## src/rtl/uart_phy_fifo_pkg.sv

```systemverilog
// UART PHY shared types: FSM state encoding, frame constants
// and the clocks-per-bit helper.
package UartPhyStruct;

  typedef enum logic [1:0] {
    IDLE,
    START,
    DATA,
    STOP
  } PhyState;

  localparam int FRAME_BITS = 10;
  localparam int DATA_BITS  = 8;

  function automatic int calc_div(
    input int clk_freq,
    input int baud
  );
    return (clk_freq + baud / 2) / baud;
  endfunction

endpackage

```

## src/rtl/uart_phy_fifo_if.sv

```systemverilog
// Byte-level handshake between the UART MMIO slave (master)
// and the serial PHY (slave).
interface uart_phy_fifo_if;

  logic [7:0] tx_data;
  logic       tx_valid;
  logic       tx_ready;
  logic [7:0] rx_data;
  logic       rx_valid;
  logic       rx_ready;
  logic       rx_frame_err;
  logic       rx_overrun;
  logic       rx_overrun_clr;
  logic       tx_busy;

  modport master (
    output tx_data, tx_valid,
    output rx_ready, rx_overrun_clr,
    input  tx_ready, tx_busy,
    input  rx_data, rx_valid,
    input  rx_frame_err, rx_overrun
  );

  modport slave (
    input  tx_data, tx_valid,
    input  rx_ready, rx_overrun_clr,
    output tx_ready, tx_busy,
    output rx_data, rx_valid,
    output rx_frame_err, rx_overrun
  );

endinterface

```

## src/rtl/uart_sync_fifo.sv

```systemverilog
// Single-clock FIFO; pointers wrap naturally, occupancy is
// tracked by an explicit count so full/empty are unambiguous.
module uart_sync_fifo #(
  parameter int WIDTH = 8,
  parameter int DEPTH = 16
) (
  input  logic                       clk,
  input  logic                       rstn,
  input  logic                       i_push,
  input  logic [WIDTH-1:0]           i_data,
  input  logic                       i_pop,
  output logic [WIDTH-1:0]           o_data,
  output logic                       o_full,
  output logic                       o_empty,
  output logic [$clog2(DEPTH+1)-1:0] o_count
);

  localparam int AW = $clog2(DEPTH);
  localparam int CW = $clog2(DEPTH + 1);

  logic [WIDTH-1:0] r_mem [DEPTH];
  logic [AW-1:0]    r_wr;
  logic [AW-1:0]    r_rd;
  logic [CW-1:0]    r_count;
  logic             w_push;
  logic             w_pop;

  assign o_full  = (r_count == CW'(DEPTH));
  assign o_empty = (r_count == '0);
  assign o_count = r_count;
  assign o_data  = r_mem[r_rd];
  assign w_push  = i_push && !o_full;
  assign w_pop   = i_pop && !o_empty;

  always_ff @(posedge clk) begin
    if (w_push) r_mem[r_wr] <= i_data;
  end

  always_ff @(posedge clk) begin
    if (!rstn) begin
      r_wr    <= '0;
      r_rd    <= '0;
      r_count <= '0;
    end else begin
      if (w_push) r_wr <= r_wr + 1'b1;
      if (w_pop)  r_rd <= r_rd + 1'b1;
      unique case ({w_push, w_pop})
        2'b10:   r_count <= r_count + 1'b1;
        2'b01:   r_count <= r_count - 1'b1;
        default: r_count <= r_count;
      endcase
    end
  end

endmodule

```

## src/rtl/uart_phy_fifo.sv

```systemverilog
// 8N1 serial engine: FIFO-buffered transmitter and a
// double-synchronised receiver with a one-byte holding register.
module uart_phy_fifo
  import UartPhyStruct::*;
#(
  parameter int CLK_FREQ   = 100_000_000,
  parameter int BAUD       = 115200,
  parameter int FIFO_DEPTH = 16
) (
  input  logic            clk,
  input  logic            rstn,
  uart_phy_fifo_if.slave  bus,
  output logic            txd,
  input  logic            rxd
);

  localparam int DIV = calc_div(CLK_FREQ, BAUD);
  localparam int CW  = $clog2(DIV);
  localparam int FCW = $clog2(FIFO_DEPTH + 1);
  localparam logic [CW-1:0] LAST = CW'(DIV - 1);
  localparam logic [CW-1:0] HALF = CW'(DIV / 2 - 1);
  localparam logic [2:0]    BLST = 3'(DATA_BITS - 1);

  logic [7:0]     w_head;
  logic           w_full;
  logic           w_empty;
  logic [FCW-1:0] w_count;
  logic           w_pop;
  logic           w_tx_wrap;

  PhyState    r_tx_state;
  logic [CW-1:0] r_tx_cnt;
  logic [2:0] r_tx_bit;
  logic [7:0] r_tx_shift;
  logic       r_txd;
  logic       r_tx_busy;

  uart_sync_fifo #(
    .WIDTH (8),
    .DEPTH (FIFO_DEPTH)
  ) u_tx_fifo (
    .clk     (clk),
    .rstn    (rstn),
    .i_push  (bus.tx_valid),
    .i_data  (bus.tx_data),
    .i_pop   (w_pop),
    .o_data  (w_head),
    .o_full  (w_full),
    .o_empty (w_empty),
    .o_count (w_count)
  );

  assign w_tx_wrap = (r_tx_cnt == LAST);
  assign w_pop = !w_empty && ((r_tx_state == IDLE) ||
                 (r_tx_state == STOP && w_tx_wrap));
  assign bus.tx_ready = !w_full;
  assign bus.tx_busy  = r_tx_busy;
  assign txd          = r_txd;

  always_ff @(posedge clk) begin
    if (!rstn) begin
      r_tx_state <= IDLE;
      r_tx_cnt   <= '0;
      r_tx_bit   <= '0;
      r_tx_shift <= '0;
      r_txd      <= 1'b1;
      r_tx_busy  <= 1'b0;
    end else begin
      r_tx_busy <= (w_count != '0) || (r_tx_state != IDLE);
      unique case (r_tx_state)
        IDLE: begin
          r_txd    <= 1'b1;
          r_tx_cnt <= '0;
          if (!w_empty) begin
            r_tx_shift <= w_head;
            r_tx_state <= START;
          end
        end
        START: begin
          r_txd    <= 1'b0;
          r_tx_cnt <= w_tx_wrap ? '0 : r_tx_cnt + 1'b1;
          if (w_tx_wrap) begin
            r_tx_bit   <= '0;
            r_tx_state <= DATA;
          end
        end
        DATA: begin
          r_txd    <= r_tx_shift[0];
          r_tx_cnt <= w_tx_wrap ? '0 : r_tx_cnt + 1'b1;
          if (w_tx_wrap) begin
            r_tx_shift <= r_tx_shift >> 1;
            r_tx_bit   <= r_tx_bit + 1'b1;
            if (r_tx_bit == BLST) r_tx_state <= STOP;
          end
        end
        STOP: begin
          r_txd    <= 1'b1;
          r_tx_cnt <= w_tx_wrap ? '0 : r_tx_cnt + 1'b1;
          if (w_tx_wrap) begin
            // Chain straight into the next start bit when data waits
            if (!w_empty) begin
              r_tx_shift <= w_head;
              r_tx_state <= START;
            end else begin
              r_tx_state <= IDLE;
            end
          end
        end
      endcase
    end
  end

  PhyState    r_rx_state;
  logic [CW-1:0] r_rx_cnt;
  logic [2:0] r_rx_bit;
  logic [7:0] r_rx_shift;
  logic [7:0] r_rx_data;
  logic       r_rx_valid;
  logic       r_rx_fe;
  logic       r_rx_ovr;
  logic       r_rxd_m;
  logic       r_rxd_s;
  logic       r_rx_armed;
  logic       w_rx_end;
  logic       w_rx_good;
  logic       w_rx_bad;

  assign w_rx_end  = (r_rx_state == STOP) && (r_rx_cnt == LAST);
  assign w_rx_good = w_rx_end && r_rxd_s;
  assign w_rx_bad  = w_rx_end && !r_rxd_s;

  assign bus.rx_data      = r_rx_data;
  assign bus.rx_valid     = r_rx_valid;
  assign bus.rx_frame_err = r_rx_fe;
  assign bus.rx_overrun   = r_rx_ovr;

  always_ff @(posedge clk) begin
    if (!rstn) begin
      r_rxd_m    <= 1'b1;
      r_rxd_s    <= 1'b1;
      r_rx_armed <= 1'b1;
      r_rx_state <= IDLE;
      r_rx_cnt   <= '0;
      r_rx_bit   <= '0;
      r_rx_shift <= '0;
      r_rx_data  <= '0;
      r_rx_valid <= 1'b0;
      r_rx_fe    <= 1'b0;
      r_rx_ovr   <= 1'b0;
    end else begin
      r_rxd_m <= rxd;
      r_rxd_s <= r_rxd_m;
      r_rx_fe <= w_rx_bad;
      if (r_rxd_s) r_rx_armed <= 1'b1;

      unique case (1'b1)
        w_rx_good && (!r_rx_valid || bus.rx_ready): begin
          r_rx_data  <= r_rx_shift;
          r_rx_valid <= 1'b1;
        end
        r_rx_valid && bus.rx_ready:
          r_rx_valid <= 1'b0;
        default: ;
      endcase

      if (w_rx_good && r_rx_valid && !bus.rx_ready)
        r_rx_ovr <= 1'b1;
      else if (bus.rx_overrun_clr)
        r_rx_ovr <= 1'b0;

      unique case (r_rx_state)
        IDLE: begin
          r_rx_cnt <= '0;
          if (!r_rxd_s && r_rx_armed) r_rx_state <= START;
        end
        START: begin
          if (r_rx_cnt == HALF) begin
            r_rx_cnt   <= '0;
            r_rx_bit   <= '0;
            r_rx_state <= r_rxd_s ? IDLE : DATA;
          end else begin
            r_rx_cnt <= r_rx_cnt + 1'b1;
          end
        end
        DATA: begin
          r_rx_cnt <= (r_rx_cnt == LAST) ? '0 : r_rx_cnt + 1'b1;
          if (r_rx_cnt == LAST) begin
            r_rx_shift <= {r_rxd_s, r_rx_shift[7:1]};
            r_rx_bit   <= r_rx_bit + 1'b1;
            if (r_rx_bit == BLST) r_rx_state <= STOP;
          end
        end
        STOP: begin
          r_rx_cnt <= (r_rx_cnt == LAST) ? '0 : r_rx_cnt + 1'b1;
          if (w_rx_end) begin
            r_rx_state <= IDLE;
            // A low stop bit must be seen high before re-arming
            if (!r_rxd_s) r_rx_armed <= 1'b0;
          end
        end
      endcase
    end
  end

endmodule

```

## src/flat_wrapper.sv

```systemverilog
// flat-port wrapper written by rule: the top's interface ports become plain ports
module uart_phy_fifo_flat import UartPhyStruct::*;
#(
  parameter int CLK_FREQ   = 100_000_000,
  parameter int BAUD       = 115200,
  parameter int FIFO_DEPTH = 16
)
  (clk, rstn, txd, rxd, bus_tx_data, bus_tx_valid, bus_rx_ready, bus_rx_overrun_clr, bus_tx_ready, bus_tx_busy, bus_rx_data, bus_rx_valid, bus_rx_frame_err, bus_rx_overrun);
  uart_phy_fifo_if bus_i ();
  input  logic clk;
  input  logic rstn;
  output logic txd;
  input  logic rxd;
  input wire logic [$bits(bus_i.tx_data)-1:0] bus_tx_data;
  input wire logic [$bits(bus_i.tx_valid)-1:0] bus_tx_valid;
  input wire logic [$bits(bus_i.rx_ready)-1:0] bus_rx_ready;
  input wire logic [$bits(bus_i.rx_overrun_clr)-1:0] bus_rx_overrun_clr;
  output wire logic [$bits(bus_i.tx_ready)-1:0] bus_tx_ready;
  output wire logic [$bits(bus_i.tx_busy)-1:0] bus_tx_busy;
  output wire logic [$bits(bus_i.rx_data)-1:0] bus_rx_data;
  output wire logic [$bits(bus_i.rx_valid)-1:0] bus_rx_valid;
  output wire logic [$bits(bus_i.rx_frame_err)-1:0] bus_rx_frame_err;
  output wire logic [$bits(bus_i.rx_overrun)-1:0] bus_rx_overrun;
  assign bus_i.tx_data = bus_tx_data;
  assign bus_i.tx_valid = bus_tx_valid;
  assign bus_i.rx_ready = bus_rx_ready;
  assign bus_i.rx_overrun_clr = bus_rx_overrun_clr;
  assign bus_tx_ready = bus_i.tx_ready;
  assign bus_tx_busy = bus_i.tx_busy;
  assign bus_rx_data = bus_i.rx_data;
  assign bus_rx_valid = bus_i.rx_valid;
  assign bus_rx_frame_err = bus_i.rx_frame_err;
  assign bus_rx_overrun = bus_i.rx_overrun;
  uart_phy_fifo #(.CLK_FREQ(CLK_FREQ), .BAUD(BAUD), .FIFO_DEPTH(FIFO_DEPTH)) u_core (.clk(clk), .rstn(rstn), .bus(bus_i), .txd(txd), .rxd(rxd));
endmodule
```

## config.mk

```make
export PLATFORM = sky130hd
export DESIGN_NAME = uart_phy_fifo_flat
export DESIGN_NICKNAME = d
export VERILOG_FILES = /design/src/rtl/uart_phy_fifo_pkg.sv /design/src/rtl/uart_phy_fifo_if.sv /design/src/rtl/uart_sync_fifo.sv /design/src/rtl/uart_phy_fifo.sv /design/src/flat_wrapper.sv
export SDC_FILE = /design/constraint.sdc
export NUM_CORES = 1
export LEC_CHECK = 0
export CORE_MARGIN = 8
export CORE_UTILIZATION = 46
export CTS_BUF_LIST = sky130_fd_sc_hd__clkbuf_16
export CTS_CLUSTER_SIZE = 25
export DETAILED_ROUTE_END_ITERATION = 8
export GPL_TIMING_DRIVEN = 1
export PLACE_DENSITY = 0.75
export SLEW_MARGIN = 20
export SYNTH_ARGS = -nofsm -noshare
export SYNTH_HDL_FRONTEND = slang
export SYNTH_HIERARCHICAL = 1
export SYNTH_SLANG_ARGS = --single-unit
```

## constraint.sdc

```tcl
create_clock -name clk -period 7.3 [get_ports clk]
set_clock_uncertainty 0.15 [all_clocks]
set_input_delay 0.73 -clock clk [delete_from_list [all_inputs] [get_ports clk]]
set_output_delay 0.73 -clock clk [all_outputs]
set_load 0.02 [all_outputs]
```

* Word level (Yosys, flattened, before mapping)
Memory sizes are Yosys's and may differ from the RTL's. A register that Yosys moved wholly into a read port is not among the register bits. Index checks and enable logic that the tools add are counted.
Word-level totals: output and inout port bits 14, memories kept 1, word-level logic and storage cells 135, bits in writable memories 128, register bits 75, input bits 14
Memory list:
- u_core.u_tx_fifo.r_mem | depth 16, bits a word 8, read ports 1, clocked after Yosys merged registers in 1, wr ports 1, RTL line uart_sync_fifo.sv:21 | logic [WIDTH-1:0] r_mem [DEPTH];
Operators by class: add/sub/neg operators 8, reductions and logical operators 40, mux-type cells 42, equality and inequality tests 24
Operators with widths (number):
- $mux W10 | 3
- $pmux W10 S3 | 1
- $mux W8 | 3
- $pmux W8 S3 | 1
- $mux W2 | 11
- $add A10 B1 Y10 const B | 2
- $eq A10 B10 Y1 const B | 2
- $pmux W10 S2 | 1
- $ne A2 B1 Y1 const B | 9
- $pmux W2 S4 | 2
- $logic_and A1 B1 Y1 | 12
- $mux W3 | 4
- $pmux W3 S2 | 2
- $reduce_bool A2 Y1 | 6
- $eq A10 B9 Y1 const B | 1
- $eq A2 B2 Y1 const B | 5
- $pmux W5 S2 | 1
- $reduce_and A5 Y1 | 2
- $mux W1 | 9
- $reduce_and A3 Y1 | 3
- $add A4 B1 Y4 const B | 2
- $mux W4 | 2
- $add A3 B1 Y3 const B | 2
- $eq A2 B1 Y1 const B | 3
- 16 further kinds | 25

* Logic depth before layout (Yosys ltp)
Gate-level depths: netlist of the first run.
depth in word-level cells 7, depth in mapped cells 15, gate-level depth less buffers 14

* By module
Netlist of the first run, hierarchy kept.
Modules (own cells, without submodules):
- uart_sync_fifo | cells each 298, sequential area each 4184.0 µm², instances 1, area an instance 5805.6 µm²
- uart_phy_fifo | cells each 318, sequential area each 1241.2 µm², instances 1, area an instance 2914.0 µm²

* Worst setup path before layout of the first run
Ideal clock, no wire load.
kind register to register, start register u_core.r_tx_cnt[0], end register u_core.u_tx_fifo.r_count[4], in the netlist u_core/u_tx_fifo/o_count[4], library setup time 72 ps, arrival time 3107 ps, period minus slack after synthesis 3329 ps, slack 3971 ps, cell stages (with the launch flop) 15, data required time 7078 ps, cell sequence dfxtp_1 > ha_1 > or3b_4 > nor3_1 > buf_2 > a21oi_1 > nor2_1 > o21a_2 > ha_1 > xor2_1 > ha_1 > nor4b_1 > a21oi_1 > o32ai_1 > mux2i_1
On the way: longest elaborated chain between the ends 7
Ends and longest elaborated chain:
- start, declared | RTL line uart_phy_fifo.sv:32 | logic [CW-1:0] r_tx_cnt;
- start signal, assigned | RTL line uart_phy_fifo.sv:81 | r_tx_cnt <= w_tx_wrap ? '0 : r_tx_cnt + 1'b1;
- start signal, assigned | RTL line uart_phy_fifo.sv:89 | r_tx_cnt <= w_tx_wrap ? '0 : r_tx_cnt + 1'b1;
- start signal, assigned | RTL line uart_phy_fifo.sv:98 | r_tx_cnt <= w_tx_wrap ? '0 : r_tx_cnt + 1'b1;
- $eq A10 B10 Y1 * | RTL line uart_phy_fifo.sv:53 | assign w_tx_wrap = (r_tx_cnt == LAST);
- $logic_and A1 B1 Y1 * | RTL line uart_phy_fifo.sv:55 | (r_tx_state == STOP && w_tx_wrap));
- $logic_or A1 B1 Y1 * | RTL line uart_phy_fifo.sv:54 | assign w_pop = !w_empty && ((r_tx_state == IDLE) ||
- $logic_and A1 B1 Y1 * | RTL line uart_phy_fifo.sv:54
- net u_core.w_pop | RTL line uart_phy_fifo.sv:28 | logic w_pop;
- $logic_and A1 B1 Y1 * | RTL line uart_sync_fifo.sv:33 | assign w_pop = i_pop && !o_empty;
- net u_core.u_tx_fifo.w_pop | RTL line uart_sync_fifo.sv:26 | logic w_pop;
- $eq A2 B1 Y1 or $eq A2 B2 Y1 (tied branches) | RTL line uart_sync_fifo.sv:47 | unique case ({w_push, w_pop})
- $pmux W5 S2 or $reduce_bool A2 Y1 (tied branches)
- end signal, assigned | RTL line uart_sync_fifo.sv:48 | 2'b10: r_count <= r_count + 1'b1;
- end signal, assigned | RTL line uart_sync_fifo.sv:49 | 2'b01: r_count <= r_count - 1'b1;
- end signal, assigned | RTL line uart_sync_fifo.sv:50 | default: r_count <= r_count;
- end, declared | RTL line uart_sync_fifo.sv:24 | logic [CW-1:0] r_count;
The timed path passes the listed nets; every way through them passes the cells marked *. A chain may end at the register's enable or synchronous reset.

* Worst setup path in the final report of the first run
Ends and elaborated chain as after synthesis.

==> results of run 1 <==
==> power groups by stage <==
stage	clock network [W]	logic, W	registers (W)
global placement	0	0.000556	0.00139
CTS	0.00108	0.000592	0.00137
floorplan	0	0.000476	0.00137
detailed placement	0	0.000588	0.00140
global route	0.00112	0.000647	0.00138
finish	0.00105	0.000593	0.00137
==> synth_stat cells, types with 11 or more instances <==
cell | number | share of area
edfxtp_1 | 128 | 0.44
dfxtp_1 | 79 | 0.18
nor2_1 | 41 | 0.018
mux4_2 | 40 | 0.10
nand2_1 | 38 | 0.016
a21oi_1 | 29 | 0.017
ha_1 | 20 | 0.029
inv_1 | 17 | 0.0073
nand4_1 | 16 | 0.011
and2_1 | 14 | 0.010
mux2i_1 | 14 | 0.016
xnor2_1 | 14 | 0.014
nand3_1 | 13 | 0.0075
clkbuf_1 | 11 | 0.0047
xor2_1 | 11 | 0.011
==> stage by stage <==
step | utilization | setup slack (ns) | hold slack (ns) | power [W]
6_report | 0.528 | 3.32 | 0.267 | 0.00302
5_1_grt | 0.528 | 3.02 | 0.296 | 0.00316
4_1_cts | 0.528 | 2.95 | 0.266 | 0.00305
3_5_place_dp | 0.492 | 2.95 | 0.248 | 0.00199
3_3_place_gp | 0.492 | 3.22 | 0.252 | 0.00195
2_1_floorplan | - | 3.97 | 0.236 | 0.00185
==> how the worst max path moves through the flow <==
stage | start | to | slack, ns | depth (start not counted)
global route | u_core/r_tx_cnt[0] | u_core/u_tx_fifo/o_count[4] | 3.02 | 13
CTS | u_core/r_tx_cnt[0] | u_core/u_tx_fifo/o_count[4] | 2.95 | 13
detailed placement | u_core/r_tx_cnt[0] | u_core/u_tx_fifo/o_count[4] | 2.95 | 13
floorplan | u_core/r_tx_cnt[0] | u_core/u_tx_fifo/o_count[4] | 3.97 | 14
global placement | u_core/r_tx_cnt[0] | u_core/u_tx_fifo/o_count[4] | 3.22 | 13
finish | u_core/r_tx_cnt[0] | u_core/u_tx_fifo/o_count[4] | 3.32 | 13
==> layout make-up <==
| type | instances | area, µm² | area share |
|---|---|---|---|
| Multi-Input combinational cell | 360 | 3070 | 0.312 |
| Sequential cell | 207 | 5430 | 0.551 |
| Clock buffer | 21 | 526 | 0.0534 |
| Inverter | 17 | 63.8 | 0.00648 |
| Tap cell | 234 | 293 | 0.0297 |
| Clock inverter | 15 | 149 | 0.0151 |
| Timing Repair Buffer | 33 | 315 | 0.0320 |
==> worst max-delay path: stages, from the launching register on <==
cell	delay, ns
dfxtp_1	0.38
ha_1	0.22
or3b_4	0.41
nor3_2	0.53
a21oi_1	0.16
nor2_1	0.25
o21a_2	0.26
ha_1	0.20
xor2_1	0.09
ha_1	0.24
nor4b_1	0.37
a21oi_1	0.07
o32ai_1	0.34
mux2i_1	0.24
==> placed cells by master, fill, tap and decap left out, types with 13 or more instances in the layout <==
cell type / Yosys / final
clkdlybuf4s50_1: 0 / 27
dfxtp_1: 79 / 77
inv_1: 17 / 21
nand2_1: 38 / 38
edfxtp_1: 128 / 128
ha_1: 20 / 20
mux2i_1: 14 / 14
xnor2_1: 14 / 14
nand4_1: 16 / 16
a21oi_1: 29 / 29
nor2_1: 41 / 41
nand3_1: 13 / 13
and2_1: 14 / 14
clkbuf_16: 0 / 21
mux4_2: 40 / 40
==> sequential cells by signal, summed over array words and instances (netlist names), named ones only <==
name                      count
u_core/r_tx_shift             8
u_core/bus.rx_data            8
u_core/r_rx_state             1
u_core/bus.tx_busy            1
u_core/r_rx_shift             8
u_core/u_tx_fifo/r_mem      128
u_core/u_tx_fifo/o_count      5
u_core/r_tx_bit               3
u_core/u_tx_fifo/r_wr         4
u_core/bus.rx_valid           1
u_core/r_rxd_m                1
u_core/r_rxd_s                1
u_core/r_rx_bit               3
u_core/bus.rx_frame_err       1
u_core/r_rx_armed             1
u_core/r_tx_state             2
u_core/bus.rx_overrun         1
u_core/u_tx_fifo/r_rd         4
u_core/txd                    1
u_core/r_rx_cnt              10
u_core/r_tx_cnt              10
==> metal layers <==
metal / share of wire / vias up / track usage
li1: - / 2376 / -
met1: 0.42 / 2522 / 0.160
met2: 0.52 / 86 / 0.242
met3: 0.038 / 25 / 0.0263
met4: 0.021 / 0 / 0.0406
met5: 0 / - / 0
==> logic make-up after synthesis <==
kind of cell / Yosys count
compound gates: 82
xor+xnor: 25
fa+ha+maj: 20
buf+inv: 49
flops: 207
mux: 54
simple gates: 179
==> results.py, run 1 <==
metrics = {
    "place": {
        "post-dp-hpwl_um": 10600,
        "port_buffers": 27,
        "placed_area_um2": 9170,
        "placed_cells": 851,
        "gp_congestion": 0.838,
    },
    "synthesis": {
        "yosys.area_share.simple": 0.115,
        "yosysSeqAreaShare": 0.622,
        "synth_fa_ha_area_frac": 0.0287,
        "synth-xor-area-share": 0.0251,
        "synth_fp_nets": 650,
        "synth.avg_cell_area_um2": 14.2,
        "synth_top_family_by_area": "multiplexers",
        "async_reset_ff_frac": 0,
        "synth_area_um2": 8720,
        "synth-main-ff-cell": "edfxtp_1",
        "ys_ff_latch": 207,
        "synth_compound_area_frac": 0.0634,
        "yosysWarnings": 6,
        "synth-edff-count": 128,
        "yosysUniqueCellTypes": 61,
        "synthCells": 616,
        "synth_mux_area_frac": 0.119,
    },
    "setup_path": {
        "crit_path_max_fanout": 12,
        "r2r_start": "u_core/r_tx_cnt[0]",
        "cp.required_ns": 7.58,
        "r2r_slack_ns": 3.32,
        "startpoint_type": "flip-flop",
        "r2r_end": "u_core/u_tx_fifo/o_count[4]",
        "worstRegToRegCells": 13,
        "critPathKind": "flip-flop to flip-flop",
        "arrival_ns": 4.26,
        "end_kind": "flip-flop",
    },
    "timing": {
        "final-setup-viol-count": 0,
        "fin_tns_setup_ns": 0,
        "hold_viol": 0,
        "timing.final.crit_period_ns": 3.98,
        "worstMarginPinSlew_ns": 0.898,
        "max_freq_mhz": 251,
        "fin_crit_sh": 0.545,
        "relSlewSlack": 0.399,
        "rsz0062_at_grt": "no",
        "drv_slew": 0,
    },
    "power_and_ir_drop": {
        "p_seq_frac": 0.455,
        "p_sw_frac": 0.268,
        "p_sw_w": 0.000810,
        "clkPwrFrac": 0.349,
        "cellLeakagePower_nw": 3.29,
        "power.internal_w": 0.00221,
        "combPwrFrac": 0.196,
        "power_density_nw_per_um2": 307,
        "ir_drop_mv": 0.208,
    },
    "min_path": {
        "hp-start": "u_core/r_rxd_m",
        "holdPathStages": 1,
        "hold_path.class": "flip-flop to flip-flop",
        "holdPathEnd": "u_core/r_rxd_s",
    },
    "global_route": {
        "antenna_found_initial": 0,
        "overflow": 0,
        "grt_usage": 0.135,
        "grt_max_degree": 44,
        "grt_pass1_wl_um": 26100,
        "grt_pass1_vias": 5153,
    },
    "routing": {
        "wire_per_inst_um": 18.0,
        "via_count": 5009,
        "drt_wl_total_um": 16000,
        "drtAntennaViolNets": 0,
        "vias_per_cell": 5.65,
        "firstDrtPassIters": 4,
        "drt-initial-drc-count": 376,
        "drc": 0,
    },
    "die": {
        "std_cell_rows": 50,
        "initial_core_util": 0.468,
        "die_h_um": 154,
        "design.die.area_um2": 23600,
        "die_w_um": 154,
        "core_um2": 18600,
        "pin_count": 28,
    },
    "run_status": {
        "status": "finished, final reports clean",
    },
    "layout": {
        "layout-drive-gt1-share": 0.136,
        "finalInstanceArea_um2": 9850,
        "nNetsFinal": 674,
        "fillers": 1507,
        "syn_to_final_growth_pct": 12.9,
        "finalNonFillerCells": 887,
        "n_antenna_cell": 0,
    },
    "job": {
        "maxCapViolCount": 0,
    },
    "clock_network": {
        "post_cts_buffers": 0,
        "cts_resized": 0,
        "cts_buffers": 21,
        "clock_path_buffers": 3,
        "cts_tree": "built",
        "cts.sinks": 207,
        "hold_buffers": 0,
        "clock_latency_ns": 0.50,
        "cts.htree.levels": 1,
        "root_buffer": "clkbuf_16",
        "clk_pin_slew_ns": 0.06,
    },
}
Power figures use the tool's default switching activity.
==> inputs of run 2 (changes only) <==
Clock period 7.3 ns to 3.95 ns, I/O delays scaled along.
==> run 2 against run 1 <==
  * Routed wire length grew 0.36%
  * Via count increased by 1.2%
  * Setup slack worse by 2.9 ns
  * Die area did not move
  * Non-clock buffer count increased by 2
  * First-iteration DRC count fell by 14%
  * Core utilization grew 0.81 points
  * Global-route usage grew 0.17 points
  * Combinational power up 85%
  * Final area rose by 1.5%
  * Sequential share of layout area is 0.84 points lower
==> results.py, run 2 (synthesis gave the netlist of run 1 again) <==
metrics = {
    "timing": {
        "drv_slew": 0,
        "final-setup-viol-count": 0,
        "max_freq_mhz": 282,
        "worstMarginPinSlew_ns": 0.887,
        "fin_crit_sh": 0.898,
        "fin_hold_ws_ns": 0.267,
        "rsz0062_at_grt": "no",
        "relSlewSlack": 0.407,
        "timing.final.crit_period_ns": 3.55,
        "hold_viol": 0,
        "fin_tns_setup_ns": 0,
    },
    "layout": {
        "largest_registers": "u_core/u_tx_fifo/r_mem x128, u_core/r_rx_cnt x10, u_core/r_tx_cnt x10",
        "final_common_cell": "edfxtp_1",
        "mostFrequentLayoutCells": "edfxtp_1 (128), dfxtp_1 (78), nor2_1 (41)",
        "multi_input_area_um2": 3070,
        "largest_reg_flops": 128,
        "fillers": 1485,
        "finalNonFillerCells": 893,
        "nNetsFinal": 677,
        "n_antenna_cell": 0,
        "syn_to_final_growth_pct": 14.7,
        "layout-drive-gt1-share": 0.147,
        "regMostFlops": "u_core/u_tx_fifo/r_mem",
        "regArea_um2": 5430,
    },
    "power_and_ir_drop": {
        "p_seq_frac": 0.436,
        "combPwrFrac": 0.189,
        "p_sw_w": 0.00153,
        "fin_total_pwr_w": 0.00582,
        "ir_drop_mv": 0.512,
        "power_density_nw_per_um2": 582,
        "power.internal_w": 0.00429,
        "cellLeakagePower_nw": 3.37,
        "p_sw_frac": 0.263,
        "clkPwrFrac": 0.375,
    },
    "die": {
        "core_um2": 18600,
        "std_cell_rows": 50,
        "die_w_um": 154,
        "design.die.area_um2": 23600,
        "initial_core_util": 0.468,
        "pin_count": 28,
        "die_h_um": 154,
    },
    "min_path": {
        "hold_path.class": "flip-flop to flip-flop",
        "hp-start": "u_core/r_rxd_m",
        "holdPathEnd": "u_core/r_rxd_s",
        "holdPathStages": 1,
    },
    "clock_network": {
        "post_cts_buffers": 0,
        "cts.htree.levels": 1,
        "clk_pin_slew_ns": 0.06,
        "root_buffer": "clkbuf_16",
        "clock_path_buffers": 3,
        "clock_latency_ns": 0.52,
        "cts.sinks": 207,
        "cts_buffers": 22,
        "cts_tree": "built",
        "hold_buffers": 0,
    },
    "setup_path": {
        "arrival_ns": 3.83,
        "r2r_end": "u_core/u_tx_fifo/o_count[4]",
        "end_kind": "flip-flop",
        "startpoint_type": "flip-flop",
        "r2r_slack_ns": 0.40,
        "worstRegToRegCells": 13,
        "cp.required_ns": 4.23,
        "crit_path_max_fanout": 5,
        "r2r_start": "u_core/r_tx_cnt[0]",
        "critPathKind": "flip-flop to flip-flop",
    },
    "run_status": {
        "status": "finished, final reports clean",
    },
    "routing": {
        "drt-initial-drc-count": 324,
        "drt_wl_total_um": 16000,
        "firstDrtPassIters": 4,
        "drc": 0,
        "wire_per_inst_um": 17.9,
        "vias_per_cell": 5.68,
        "via_count": 5070,
        "drtAntennaViolNets": 0,
    },
    "global_route": {
        "grt_usage": 0.136,
        "grt_pass1_vias": 5343,
        "grt_pass1_wl_um": 26600,
        "grt_max_degree": 44,
        "antenna_found_initial": 0,
        "overflow": 0,
    },
    "place": {
        "placed_cells": 853,
        "port_buffers": 27,
        "gp_congestion": 0.835,
        "post-dp-hpwl_um": 10800,
    },
    "job": {
        "maxCapViolCount": 0,
    },
}
run 2: changes by cell type in the layout (fill, tap and decap cells not counted), sizes merged:
cell | previous run | this run
clkbuf | 21 | 22
clkinv | 6 | 8
buf | 6 | 8
clkinvlp | 0 | 1
inv | 23 | 21
bufinv | 3 | 5
run 2: how the worst max path moves through the flow:
stage / to / startpoint / cells after the start
3_3_place_gp: u_core/u_tx_fifo/o_count[4] / u_core/r_tx_cnt[0] / 13
2_1_floorplan: u_core/u_tx_fifo/o_count[4] / u_core/r_tx_cnt[0] / 14
3_5_place_dp: u_core/u_tx_fifo/o_count[4] / u_core/r_tx_cnt[0] / 13
5_1_grt: u_core/u_tx_fifo/o_count[4] / u_core/r_tx_cnt[0] / 13
6_report: u_core/u_tx_fifo/o_count[4] / u_core/r_tx_cnt[0] / 13
4_1_cts: u_core/u_tx_fifo/o_count[4] / u_core/r_tx_cnt[0] / 13
run 2: layer usage:
layer / global-route usage / share of wire / vias up
li1: - / - / 2391
met1: 0.158 / 0.41 / 2546
met4: 0.0373 / 0.021 / 0
met3: 0.0286 / 0.039 / 32
met2: 0.250 / 0.53 / 101
met5: 0 / 0 / -
run 2: final cells by class:
class / instances / area share
clock buffer: 22 / 0.0551
clock inverter: 18 / 0.0247
inverter: 17 / 0.00638
multi-input combinational: 360 / 0.308
sequential: 207 / 0.543
tap: 234 / 0.0293
timing repair buffer: 35 / 0.0343
run 2: timing repair:
| action | 4_1_cts | 5_1_grt |
|---|---|---|
| setup endpoints to repair | 0 | 1 |
| gates resized for setup | 0 | 1 |
| endpoints found under the hold margin | 0 | 0 |
run 2: per-stage QoR:
step / util / worst slack, ns / cell area, µm²
6_report: 0.536 / 0.402 / 10000
5_1_grt: 0.536 / 0.0597 / 10000
4_1_cts: 0.536 / 0.370 / 9990
3_5_place_dp: 0.493 / 0.405 / 9190
3_3_place_gp: 0.493 / 0.605 / 9190
2_1_floorplan: - / 0.621 / 8720
run 2: worst max-delay path, stage by stage (launching register included):
cell and delay, ns:
dfxtp_1 0.38, ha_1 0.22, or3b_4 0.40, nor3_1 0.21, a21oi_1 0.11, nor2_1 0.22, o21a_2 0.25, ha_1 0.20
xor2_1 0.08, ha_1 0.25, nor4b_2 0.33, a211oi_1 0.11, o32ai_1 0.36, mux2i_1 0.22
run 2: power by group through the flow:
stage | combinational (W) | sequential, W | clock [W]
after global placement | 0.00104 | 0.00257 | 0
after CTS | 0.00110 | 0.00254 | 0.00223
after floorplan | 0.000879 | 0.00253 | 0
after global routing | 0.00120 | 0.00255 | 0.00233
final | 0.00110 | 0.00254 | 0.00218
after detailed placement | 0.00109 | 0.00258 | 0
